[src/rtl/ds1302_responder.sv]
// DS1302-style serial RTC responder: synchronizes the 3-wire bus, decodes
// command/data frames, and keeps a BCD seconds/minutes/hours clock.
module ds1302_responder #(
    parameter int TICK_DIV = 50_000_000
) (
    input  logic       clk,
    input  logic       rst,
    input  logic       rtc_ce,
    input  logic       rtc_sclk,
    input  logic       rtc_io_in,
    output logic       rtc_io_out,
    output logic       rtc_io_oe,
    output logic [7:0] time_sec,
    output logic [7:0] time_min,
    output logic [7:0] time_hour,
    output logic       reg_wr,
    output logic [2:0] reg_wr_addr
);

    localparam int CW = (TICK_DIV > 4) ? $clog2(TICK_DIV) : 2;

    typedef enum logic [2:0] {
        S_DISARMED,
        S_IDLE,
        S_CMD,
        S_WDATA,
        S_RDATA,
        S_SKIP
    } state_t;

    state_t      r_state;
    state_t      w_state_next;

    logic [1:0]  r_ce_sync;
    logic [1:0]  r_sclk_sync;
    logic [1:0]  r_io_sync;
    logic        r_sclk_d;
    logic [1:0]  r_sync_vld;

    logic [3:0]  r_bit_cnt;
    logic [7:0]  r_shift;
    logic [2:0]  r_addr;
    logic [7:0]  r_rd_buf;
    logic [3:0]  r_rd_idx;
    logic        r_io_out;
    logic        r_io_oe;
    logic        r_reg_wr;
    logic [2:0]  r_reg_wr_addr;

    logic [7:0]  r_regs [0:7];
    logic [CW-1:0] r_tick_cnt;

    logic        w_ce;
    logic        w_rise;
    logic        w_fall;
    logic [7:0]  w_shift_byte;
    logic        w_cmd_ok;
    logic        w_shift;
    logic        w_cmd_done;
    logic        w_commit_raw;
    logic        w_commit;
    logic        w_drive;
    logic        w_oe_clr;

    logic        w_ch;
    logic        w_tick;
    logic        w_sec_wrap;
    logic        w_min_wrap;
    logic        w_hour_wrap;
    logic        w_min_carry;
    logic        w_hour_carry;
    logic [7:0]  w_sec_next;
    logic [7:0]  w_min_next;
    logic [7:0]  w_hour_next;

    function automatic logic [7:0] bcd_inc(input logic [7:0] v);
        if (v[3:0] == 4'h9)
            return {v[7:4] + 4'h1, 4'h0};
        else
            return v + 8'h01;
    endfunction

    // Two-flop synchronizers; r_sync_vld marks when the second stage holds real pin data.
    always_ff @(posedge clk or posedge rst) begin
        if (rst) begin
            r_ce_sync   <= 2'b00;
            r_sclk_sync <= 2'b00;
            r_io_sync   <= 2'b00;
            r_sclk_d    <= 1'b0;
            r_sync_vld  <= 2'b00;
        end else begin
            r_ce_sync   <= {r_ce_sync[0], rtc_ce};
            r_sclk_sync <= {r_sclk_sync[0], rtc_sclk};
            r_io_sync   <= {r_io_sync[0], rtc_io_in};
            r_sclk_d    <= r_sclk_sync[1];
            r_sync_vld  <= {r_sync_vld[0], 1'b1};
        end
    end

    assign w_ce         = r_ce_sync[1];
    assign w_rise       = r_sclk_sync[1] & ~r_sclk_d;
    assign w_fall       = ~r_sclk_sync[1] & r_sclk_d;
    assign w_shift_byte = {r_io_sync[1], r_shift[7:1]};
    assign w_cmd_ok     = w_shift_byte[7] & ~w_shift_byte[6] & (w_shift_byte[5:4] == 2'b00);

    always_ff @(posedge clk or posedge rst) begin
        if (rst)
            r_state <= S_DISARMED;
        else
            r_state <= w_state_next;
    end

    // S_DISARMED waits for a clean CE low so a frame cut by reset is never resumed.
    always_comb begin
        w_state_next = r_state;
        w_shift      = 1'b0;
        w_cmd_done   = 1'b0;
        w_commit_raw = 1'b0;
        w_drive      = 1'b0;
        w_oe_clr     = 1'b0;
        case (r_state)
            S_DISARMED: begin
                if (r_sync_vld[1] && !w_ce)
                    w_state_next = S_IDLE;
            end
            S_IDLE: begin
                w_oe_clr = 1'b1;
                if (w_ce)
                    w_state_next = S_CMD;
            end
            S_CMD: begin
                if (!w_ce) begin
                    w_state_next = S_IDLE;
                    w_oe_clr     = 1'b1;
                end else if (w_rise) begin
                    w_shift = 1'b1;
                    if (r_bit_cnt == 4'd7) begin
                        w_cmd_done = 1'b1;
                        if (!w_cmd_ok)
                            w_state_next = S_SKIP;
                        else if (w_shift_byte[0])
                            w_state_next = S_RDATA;
                        else
                            w_state_next = S_WDATA;
                    end
                end
            end
            S_WDATA: begin
                if (!w_ce) begin
                    w_state_next = S_IDLE;
                    w_oe_clr     = 1'b1;
                end else if (w_rise) begin
                    w_shift = 1'b1;
                    if (r_bit_cnt == 4'd15) begin
                        w_commit_raw = 1'b1;
                        w_state_next = S_SKIP;
                    end
                end
            end
            S_RDATA: begin
                if (!w_ce) begin
                    w_state_next = S_IDLE;
                    w_oe_clr     = 1'b1;
                end else if (w_fall) begin
                    if (r_rd_idx < 4'd8) begin
                        w_drive = 1'b1;
                    end else begin
                        w_oe_clr     = 1'b1;
                        w_state_next = S_SKIP;
                    end
                end
            end
            S_SKIP: begin
                if (!w_ce) begin
                    w_state_next = S_IDLE;
                    w_oe_clr     = 1'b1;
                end
            end
            default: w_state_next = S_DISARMED;
        endcase
    end

    // Write protect covers addresses 0-6; control is always writable so WP can be cleared.
    assign w_commit = w_commit_raw && ((r_addr == 3'd7) || !r_regs[7][7]);

    always_ff @(posedge clk or posedge rst) begin
        if (rst) begin
            r_bit_cnt     <= 4'd0;
            r_shift       <= 8'h00;
            r_addr        <= 3'd0;
            r_rd_buf      <= 8'h00;
            r_rd_idx      <= 4'd0;
            r_io_out      <= 1'b0;
            r_io_oe       <= 1'b0;
            r_reg_wr      <= 1'b0;
            r_reg_wr_addr <= 3'd0;
        end else begin
            if (r_state == S_IDLE || r_state == S_DISARMED)
                r_bit_cnt <= 4'd0;
            else if (w_shift)
                r_bit_cnt <= r_bit_cnt + 4'd1;

            if (w_shift)
                r_shift <= w_shift_byte;

            if (w_cmd_done) begin
                r_addr   <= w_shift_byte[3:1];
                r_rd_buf <= r_regs[w_shift_byte[3:1]];
                r_rd_idx <= 4'd0;
            end else if (w_drive) begin
                r_rd_buf <= {1'b0, r_rd_buf[7:1]};
                r_rd_idx <= r_rd_idx + 4'd1;
            end

            if (w_drive) begin
                r_io_out <= r_rd_buf[0];
                r_io_oe  <= 1'b1;
            end else if (w_oe_clr) begin
                r_io_out <= 1'b0;
                r_io_oe  <= 1'b0;
            end

            r_reg_wr <= w_commit;
            if (w_commit)
                r_reg_wr_addr <= r_addr;
        end
    end

    assign w_ch         = r_regs[0][7];
    assign w_tick       = !w_ch && (r_tick_cnt == CW'(TICK_DIV - 1));
    assign w_sec_wrap   = (r_regs[0][6:0] == 7'h59);
    assign w_min_wrap   = (r_regs[1][6:0] == 7'h59);
    assign w_hour_wrap  = (r_regs[2][5:0] == 6'h23);
    assign w_min_carry  = w_tick && w_sec_wrap;
    assign w_hour_carry = w_min_carry && w_min_wrap;
    assign w_sec_next   = w_sec_wrap  ? {r_regs[0][7], 7'h00}   : bcd_inc(r_regs[0]);
    assign w_min_next   = w_min_wrap  ? {r_regs[1][7], 7'h00}   : bcd_inc(r_regs[1]);
    assign w_hour_next  = w_hour_wrap ? {r_regs[2][7:6], 6'h00} : bcd_inc(r_regs[2]);

    // A serial commit wins over the tick for its own register; carries still ripple onward.
    always_ff @(posedge clk or posedge rst) begin
        if (rst) begin
            r_regs[0] <= 8'h80;
            for (int i = 1; i < 7; i++)
                r_regs[i] <= 8'h00;
            r_regs[7]  <= 8'h80;
            r_tick_cnt <= '0;
        end else begin
            if (w_commit && r_addr == 3'd0)
                r_regs[0] <= w_shift_byte;
            else if (w_tick)
                r_regs[0] <= w_sec_next;

            if (w_commit && r_addr == 3'd1)
                r_regs[1] <= w_shift_byte;
            else if (w_min_carry)
                r_regs[1] <= w_min_next;

            if (w_commit && r_addr == 3'd2)
                r_regs[2] <= w_shift_byte;
            else if (w_hour_carry)
                r_regs[2] <= w_hour_next;

            for (int i = 3; i < 8; i++)
                if (w_commit && r_addr == 3'(i))
                    r_regs[i] <= w_shift_byte;

            if (w_commit && r_addr == 3'd0)
                r_tick_cnt <= '0;
            else if (w_tick)
                r_tick_cnt <= '0;
            else if (!w_ch)
                r_tick_cnt <= r_tick_cnt + CW'(1);
        end
    end

    assign rtc_io_out  = r_io_out;
    assign rtc_io_oe   = r_io_oe;
    assign time_sec    = r_regs[0];
    assign time_min    = r_regs[1];
    assign time_hour   = r_regs[2];
    assign reg_wr      = r_reg_wr;
    assign reg_wr_addr = r_reg_wr_addr;

endmodule

[config.mk]
export PLATFORM = sky130hd
export DESIGN_NAME = ds1302_responder
export DESIGN_NICKNAME = d
export VERILOG_FILES = /design/src/rtl/ds1302_responder.sv
export SDC_FILE = /design/constraint.sdc
export NUM_CORES = 1
export LEC_CHECK = 0
export BUFFER_PORTS_ARGS = -buffer_cell sky130_fd_sc_hd__buf_2
export CORE_ASPECT_RATIO = 1.2
export CORE_MARGIN = 10
export CORE_UTILIZATION = 52
export DETAILED_ROUTE_END_ITERATION = 16
export PLACE_DENSITY = 0.66
export SLEW_MARGIN = 15
export SYNTH_ARGS = -nofsm -noshare
export SYNTH_HDL_FRONTEND = slang
export SYNTH_SLANG_ARGS = --single-unit
export TNS_END_PERCENT = 50
[constraint.sdc]
create_clock -name clk -period 10.8 [get_ports clk]
set_clock_uncertainty 0.2 [all_clocks]
set_input_delay 1.08 -clock clk [delete_from_list [all_inputs] [get_ports clk]]
set_output_delay 1.08 -clock clk [all_outputs]
set_load 0.01 [all_outputs]
==> results of run 1 <==
-- sequential cells by signal (all words and copies together), names as in the netlist --
signal	flops
rtc_io_out	1
r_addr	3
reg_wr	1
time_sec	8
r_sync_vld	2
rtc_io_oe	1
r_regs	40
time_min	8
r_sclk_d	1
reg_wr_addr	3
r_ce_sync	2
r_rd_idx	4
r_rd_buf	8
r_tick_cnt	26
time_hour	8
r_state	3
r_sclk_sync	2
r_io_sync	2
r_shift	7
r_bit_cnt	4
-- worst max-delay path: cells and delay by family (launching register included) --
kind,cells,cell delay (ns)
AND/OR/NAND/NOR,3,1.69
AO/OA/AOI/OAI,2,0.38
flip-flops,1,0.55
-- power by group through the flow --
stage               sequential (mW)  clock, mW  combinational (mW)
finish                        0.558      0.567              0.0701
global placement              0.564          0              0.0683
floorplan                     0.531          0              0.0803
global route                  0.561      0.598              0.0798
CTS                           0.557      0.577              0.0713
detailed placement            0.566          0              0.0712
-- cells by family (layout without fill, tap and decap cells) --
group,Yosys count,count (layout),share of synthesized area (%)
adders and majority gates,11,11,1.82
other,1,1,0.0495
muxes,75,75,13.4
AOI/OAI and AO/OA,98,98,8.52
DFF,134,134,44.3
buffers and inverters,88,88,6.24
xor gates and xnor gates,31,31,3.58
and+or+nand+nor,288,288,22.1
-- layer usage --
metal / vias to the layer above / wire length (µm) / GRT usage (%)
met5: - / 0 / 0
met4: 0 / 654 / 9.39
met3: 50 / 878 / 4.52
met2: 158 / 8820 / 29.7
met1: 2773 / 7530 / 23.1
li1: 2591 / - / -
-- cell type report --
type                    instances  area (µm²)  share of cell area, %
clock inverters                12         119                   1.45
repair buffers                 40         215                   2.63
inverters                      16        65.1                  0.795
clock buffers                  20         467                   5.70
flip-flops and latches        134        3360                   41.0
multi-input cells             504        3750                   45.8
well taps                     175         219                   2.67
-- synth_stat cells (all sizes together), types with 15 or more instances --
cell	n
buf	46
nor2b	16
mux2	52
inv	16
nand3	27
xnor2	28
mux4	16
nor2	58
dfrtp	132
nand4	16
clkbuf	26
nor4	22
nand2	66
a21oi	28
nor3	15
-- final timing paths --
kind                         startpoint        endpoint  depth (start not counted)
min in group asynchronous           rst      r_regs[24]                          2
hold / removal             r_io_sync[0]    r_io_sync[1]                          0
max in group asynchronous           rst  r_tick_cnt[16]                          3
setup / recovery             r_state[1]     r_rd_buf[4]                          5
setup reg to reg             r_state[1]     r_rd_buf[4]                          5
hold reg to reg            r_io_sync[0]    r_io_sync[1]                          0
-- through the flow --
stage / power [mW] / utilization, % / instances / hold WS [ns] / setup slack, ns
floorplan: 0.611 / - / 726 / 0.131 / 5.94
global placement: 0.633 / 53.0 / 869 / 0.132 / 7.97
detailed placement: 0.637 / 53.0 / 869 / 0.135 / 7.86
CTS: 1.21 / 57.1 / 901 / 0.149 / 7.81
global route: 1.24 / 57.1 / 901 / 0.157 / 7.54
finish: 1.19 / 57.1 / 901 / 0.146 / 7.83
==> key figures, run 1 <==
Run status
  – Outcome: finished clean

Final layout
  – Commonest cells after routing, fill and taps aside: dfrtp_1 (132), nand2_1 (65), nor2_1 (58)
  – Synthesis-to-finish area growth: 8.07%
  – Ant diodes: 0
  – Fillcell total: between 1,000 and 1,500
  – Nets: roughly 730
  – Final instance area: roughly 8200 µm²
  – Layout cells sized above 1: roughly 22%
  – Commonest non-fill, non-tap cell in the layout: dfrtp_1

Synth
  – Synthesized Nets: between 700 and 800
  – Ys Warns: 0
  – Post-synth top area share: around 44%
  – Yosys cell types: 70
  – Average size of a mapped cell: ~10 µm²
  – Leading area contributor after synthesis: dfrtp_1
  – Synth Cell Area: about 7600 µm²
  – EDFF count, synth: 0
  – Sequential fraction of the synthesis area: ~44%
  – Area contributors post-synth: dfrtp_1 (44%), mux2_2 (7.7%), mux4_2 (4.8%)
  – Top FF cell, synth: dfrtp_1
  – Async set-reset flop share out of synthesis: 100%
  – Number of synthesized register bits: around 130
  – Post-Syn Instances: between 700 and 800

Worst setup path
  – Largest fanout on the critical path: 19
  – CP Data Arrival Time: 3.05 ns
  – Crit end category: register
  – Setup CP Type: reg2reg
  – Crit path largest cell delay: about 0.88 ns
  – Reg2Reg Setup Slack: ~7.8 ns
  – Worst Setup Start Kind: register
  – CP cell instances: and4bb_1 -> nand2_1 -> or4_1 -> a211oi_1 -> a31oi_1
  – Worst EP required: 10.88 ns
  – Slowest cell on the critical path: or4_1

Global routing
  – Vias in the first global route: 5,562
  – All-layer global routing usage: 18.7%
  – Grt total ovfl: 0
  – Initial antenna violation count: 0
  – First-pass GRT wire length: 29,300 µm
  – Largest net degree at the start of global routing: between 80 and 90

Placement
  – Post-DP Area: 7600 µm²
  – DPL Wire Length: between 10,000 and 15,000 µm
  – GP Congestion: 0.912
  – PortBufs: 34

Timing
  – Setup_tns: 0 ns
  – Period minus WS final: about 3.0 ns
  – Fmax achieved: 337 MHz
  – RSZ-0062 raised after global routing: no
  – Crit share post-route: 27.5%
  – Final Setup Violations: 0
  – Final Hold Violating Endpoints: 0
  – Rel. slew slack: approximately 28%
  – Worst Tran Pin Value: ~1.1 ns
  – Slew Viols, Final: 0

Power
  – Internal: 0.883 mW
  – Reg power frac: roughly 47%
  – Clk network pwr share: 47.5%
  – Power Density: between 100 and 150 nW/µm²
  – P_leak: ~3.6 nW
  – Worst IR drop on VDD: 116 µV
  – Logic pwr share: under 10%
  – P_sw: 0.312 mW
  – Net switching fraction of the power: between 20% and 30%

Clock tree
  – Clock transition at path regs: around 0.060 ns
  – TritonCTS clock tree: yes
  – Cts repair resizes: 0
  – Root Driver: clkbuf_16
  – Cts bufs inserted: 17
  – Hold buffers post-CTS: 0
  – Post-CTS setup buffers: 0
  – Max clock buf depth: 2
  – Htree depth: 4
  – CTS sink count: about 130
  – Clk_lat worst skew: 0.43 ns

Detailed routing
  – Post-DR vias/cell: around 6.2
  – Post-route DRC violation count: 0
  – Avg WL per Cell: between 15 and 20 µm
  – First-pass DRT Iterations: 8
  – Via count: about 5,600
  – First DRT Iteration DRCs: between 500 and 600
  – Routed Antenna Nets: 0
  – WL final: about 18,000 µm

Die
  – Std cell rows: between 40 and 50
  – Initial Util: 52.8%
  – Num ports: 35
  – Die area: 19,800 µm²
  – Chip Height: about 150 µm
  – Die W: ~130 µm
  – Core area: roughly 14,000 µm²

Worst hold path
  – HP Class: reg2reg

Run
  – Max cap viols: 0
Note: power is estimated with default switching activity, not from simulation.
==> inputs of run 2 (changes only) <==
--- a/config.mk
+++ b/config.mk
@@ -10,7 +10,7 @@
 export CORE_MARGIN = 10
 export CORE_UTILIZATION = 52
 export DETAILED_ROUTE_END_ITERATION = 16
-export PLACE_DENSITY = 0.66
+export PLACE_DENSITY = 0.69
 export SLEW_MARGIN = 15
 export SYNTH_ARGS = -nofsm -noshare
 export SYNTH_HDL_FRONTEND = slang
==> constraint.sdc (replaced) <==
create_clock -name clk -period 2.5 [get_ports clk]
set_clock_uncertainty 0.2 [all_clocks]
set_input_delay 0.25 -clock clk [delete_from_list [all_inputs] [get_ports clk]]
set_output_delay 0.25 -clock clk [all_outputs]
set_load 0.01 [all_outputs]
==> key figures, run 2 (synthesis results as in run 1) <==
Run status
  – Outcome: finished clean

Final layout
  – Commonest cells after routing, fill and taps aside: dfrtp_1 (132), nand2_1 (65), nor2_1 (58)
  – Top Registers: r_regs (40), r_tick_cnt (26)
  – Commonest non-fill, non-tap cell in the layout: dfrtp_1
  – Layout cells sized above 1: between 20 and 30%
  – Fillcell total: roughly 1,200
  – Max FFs per register: 40
  – Largest Register: r_regs
  – Ant diodes: 0
  – Synthesis-to-finish area growth: 14.4%
  – Nets: around 780

Die
  – Std cell rows: 48
  – Die area: slightly below 20,000 µm²
  – Initial Util: a little over half
  – Num ports: 35
  – Core area: 14,400 µm²
  – Chip Height: approximately 150 µm
  – Die W: roughly 130 µm

Global routing
  – First-pass GRT wire length: 32,500 µm
  – Grt total ovfl: 0
  – Initial antenna violation count: 0
  – All-layer global routing usage: roughly 21%
  – Vias in the first global route: approximately 6,100
  – Largest net degree at the start of global routing: 135

Detailed routing
  – WL final: about 20,000 µm
  – Via count: 5,862
  – First-pass DRT Iterations: 5
  – Post-route DRC violation count: 0
  – Avg WL per Cell: 20.7 µm
  – First DRT Iteration DRCs: 526
  – Routed Antenna Nets: 0
  – Post-DR vias/cell: about 6.1

Clock tree
  – Cts bufs inserted: 17
  – Root Driver: clkbuf_16
  – Clock transition at path regs: ~0.060 ns
  – Clk_lat worst skew: approximately 0.43 ns
  – Htree depth: 4
  – Max clock buf depth: 2
  – TritonCTS clock tree: yes
  – CTS sink count: 134
  – Post-CTS setup buffers: 0

Timing
  – Min Hold Slack: about 0.15 ns
  – Final Setup Violations: 0
  – Slew Viols, Final: 0
  – Rel. slew slack: between 40% and 50%
  – Worst Tran Pin Value: roughly 0.75 ns
  – Crit share post-route: a little over nine tenths
  – Period minus WS final: between 2 and 2.5 ns
  – RSZ-0062 raised after global routing: yes
  – Fmax achieved: roughly 420 MHz
  – Final Hold Violating Endpoints: 0
  – Setup slack after layout: around 0.12 ns

Worst setup path
  – Slowest cell on the critical path: or4b_1
  – Setup CP Type: reg2reg
  – Largest fanout on the critical path: 19
  – CP top delay family: simple AND/OR/NAND/NOR gates
  – CP Data Arrival Time: between 2 and 2.5 ns
  – CP cell instances: ha_1 -> and4_4 -> nand3_4 -> or4b_1 -> buf_4 -> nand2_4 -> nor2_1
  – Worst EP required: 2.61 ns
  – Worst Setup Start Kind: register
  – WP buf/inv: 1
  – Crit end category: register
  – Crit path largest cell delay: between 0.5 and 0.6 ns

Worst hold path
  – HP Class: reg2reg

Power
  – Power Density: between 600 and 700 nW/µm²
  – Total power: ~5.2 mW
  – Worst IR drop on VDD: about 430 µV
  – P_leak: between 3 and 4 nW

Placement
  – Post-place setup slack: 0.0584 ns
  – PortBufs: 34
  – GP Congestion: ~0.96
  – DPL Wire Length: about 14,000 µm

Run
  – Max cap viols: 0
-- run 2: cell type report --
| class | instances | area [µm²] | share of cell area [%] |
|---|---|---|---|
| clock buffers | 20 | 437 | 5.04 |
| clock inverters | 11 | 128 | 1.47 |
| inverters | 16 | 63.8 | 0.736 |
| multi-input cells | 505 | 3790 | 43.7 |
| flip-flops and latches | 134 | 3360 | 38.7 |
| well taps | 175 | 219 | 2.53 |
| repair buffers | 93 | 673 | 7.77 |
-- run 2: worst paths after layout --
| check | slack [ns] | to | cells past startpoint | start |
|---|---|---|---|---|
| max | 0.12 | r_tick_cnt[11] | 7 | r_bit_cnt[0] |
| min | 0.15 | r_ce_sync[1] | 0 | r_ce_sync[0] |
| max reg2reg | 0.12 | r_tick_cnt[11] | 7 | r_bit_cnt[0] |
| min reg2reg | 0.15 | r_ce_sync[1] | 0 | r_ce_sync[0] |
| max in group asynchronous | 1.16 | r_addr[0] | 4 | rst |
| min in group asynchronous | 0.33 | r_sync_vld[0] | 4 | rst |
-- run 2: where the power goes --
| group | leakage, nW | switching [mW] | internal, mW | total [mW] |
|---|---|---|---|---|
| combinational | 1.79 | 0.328 | 0.196 | 0.524 |
| clock | 0.267 | 0.955 | 1.47 | 2.42 |
| sequential | 1.82 | 0.0505 | 2.23 | 2.28 |
-- run 2: routing by layer --
| metal | up-vias | track usage [%] | routed length (µm) |
|---|---|---|---|
| met1 | 2946 | 26.4 | 8340 |
| met5 | - | 0 | 0 |
| met3 | 39 | 4.59 | 1050 |
| met4 | 0 | 7.14 | 423 |
| met2 | 189 | 33.6 | 9930 |
| li1 | 2688 | - | - |
-- run 2: what timing repair did --
action | CTS | global route
endpoints found under the hold margin | 135 | 0
hold buffers | 4 | 0
resized for setup | 0 | 5
setup endpoints to repair | 0 | 33
-- run 2: through the flow --
| step | instance area, µm² | std cells | util [%] | TNS (ns) |
|---|---|---|---|---|
| 4_1_cts | 8620 | 953 | 60.1 | 0 |
| 3_3_place_gp | 8020 | 918 | 55.9 | 0 |
| 5_1_grt | 8670 | 954 | 60.4 | -0.00196 |
| 2_1_floorplan | 7580 | 726 | - | 0 |
| 3_5_place_dp | 8020 | 918 | 55.9 | 0 |
| 6_report | 8670 | 954 | 60.4 | 0 |
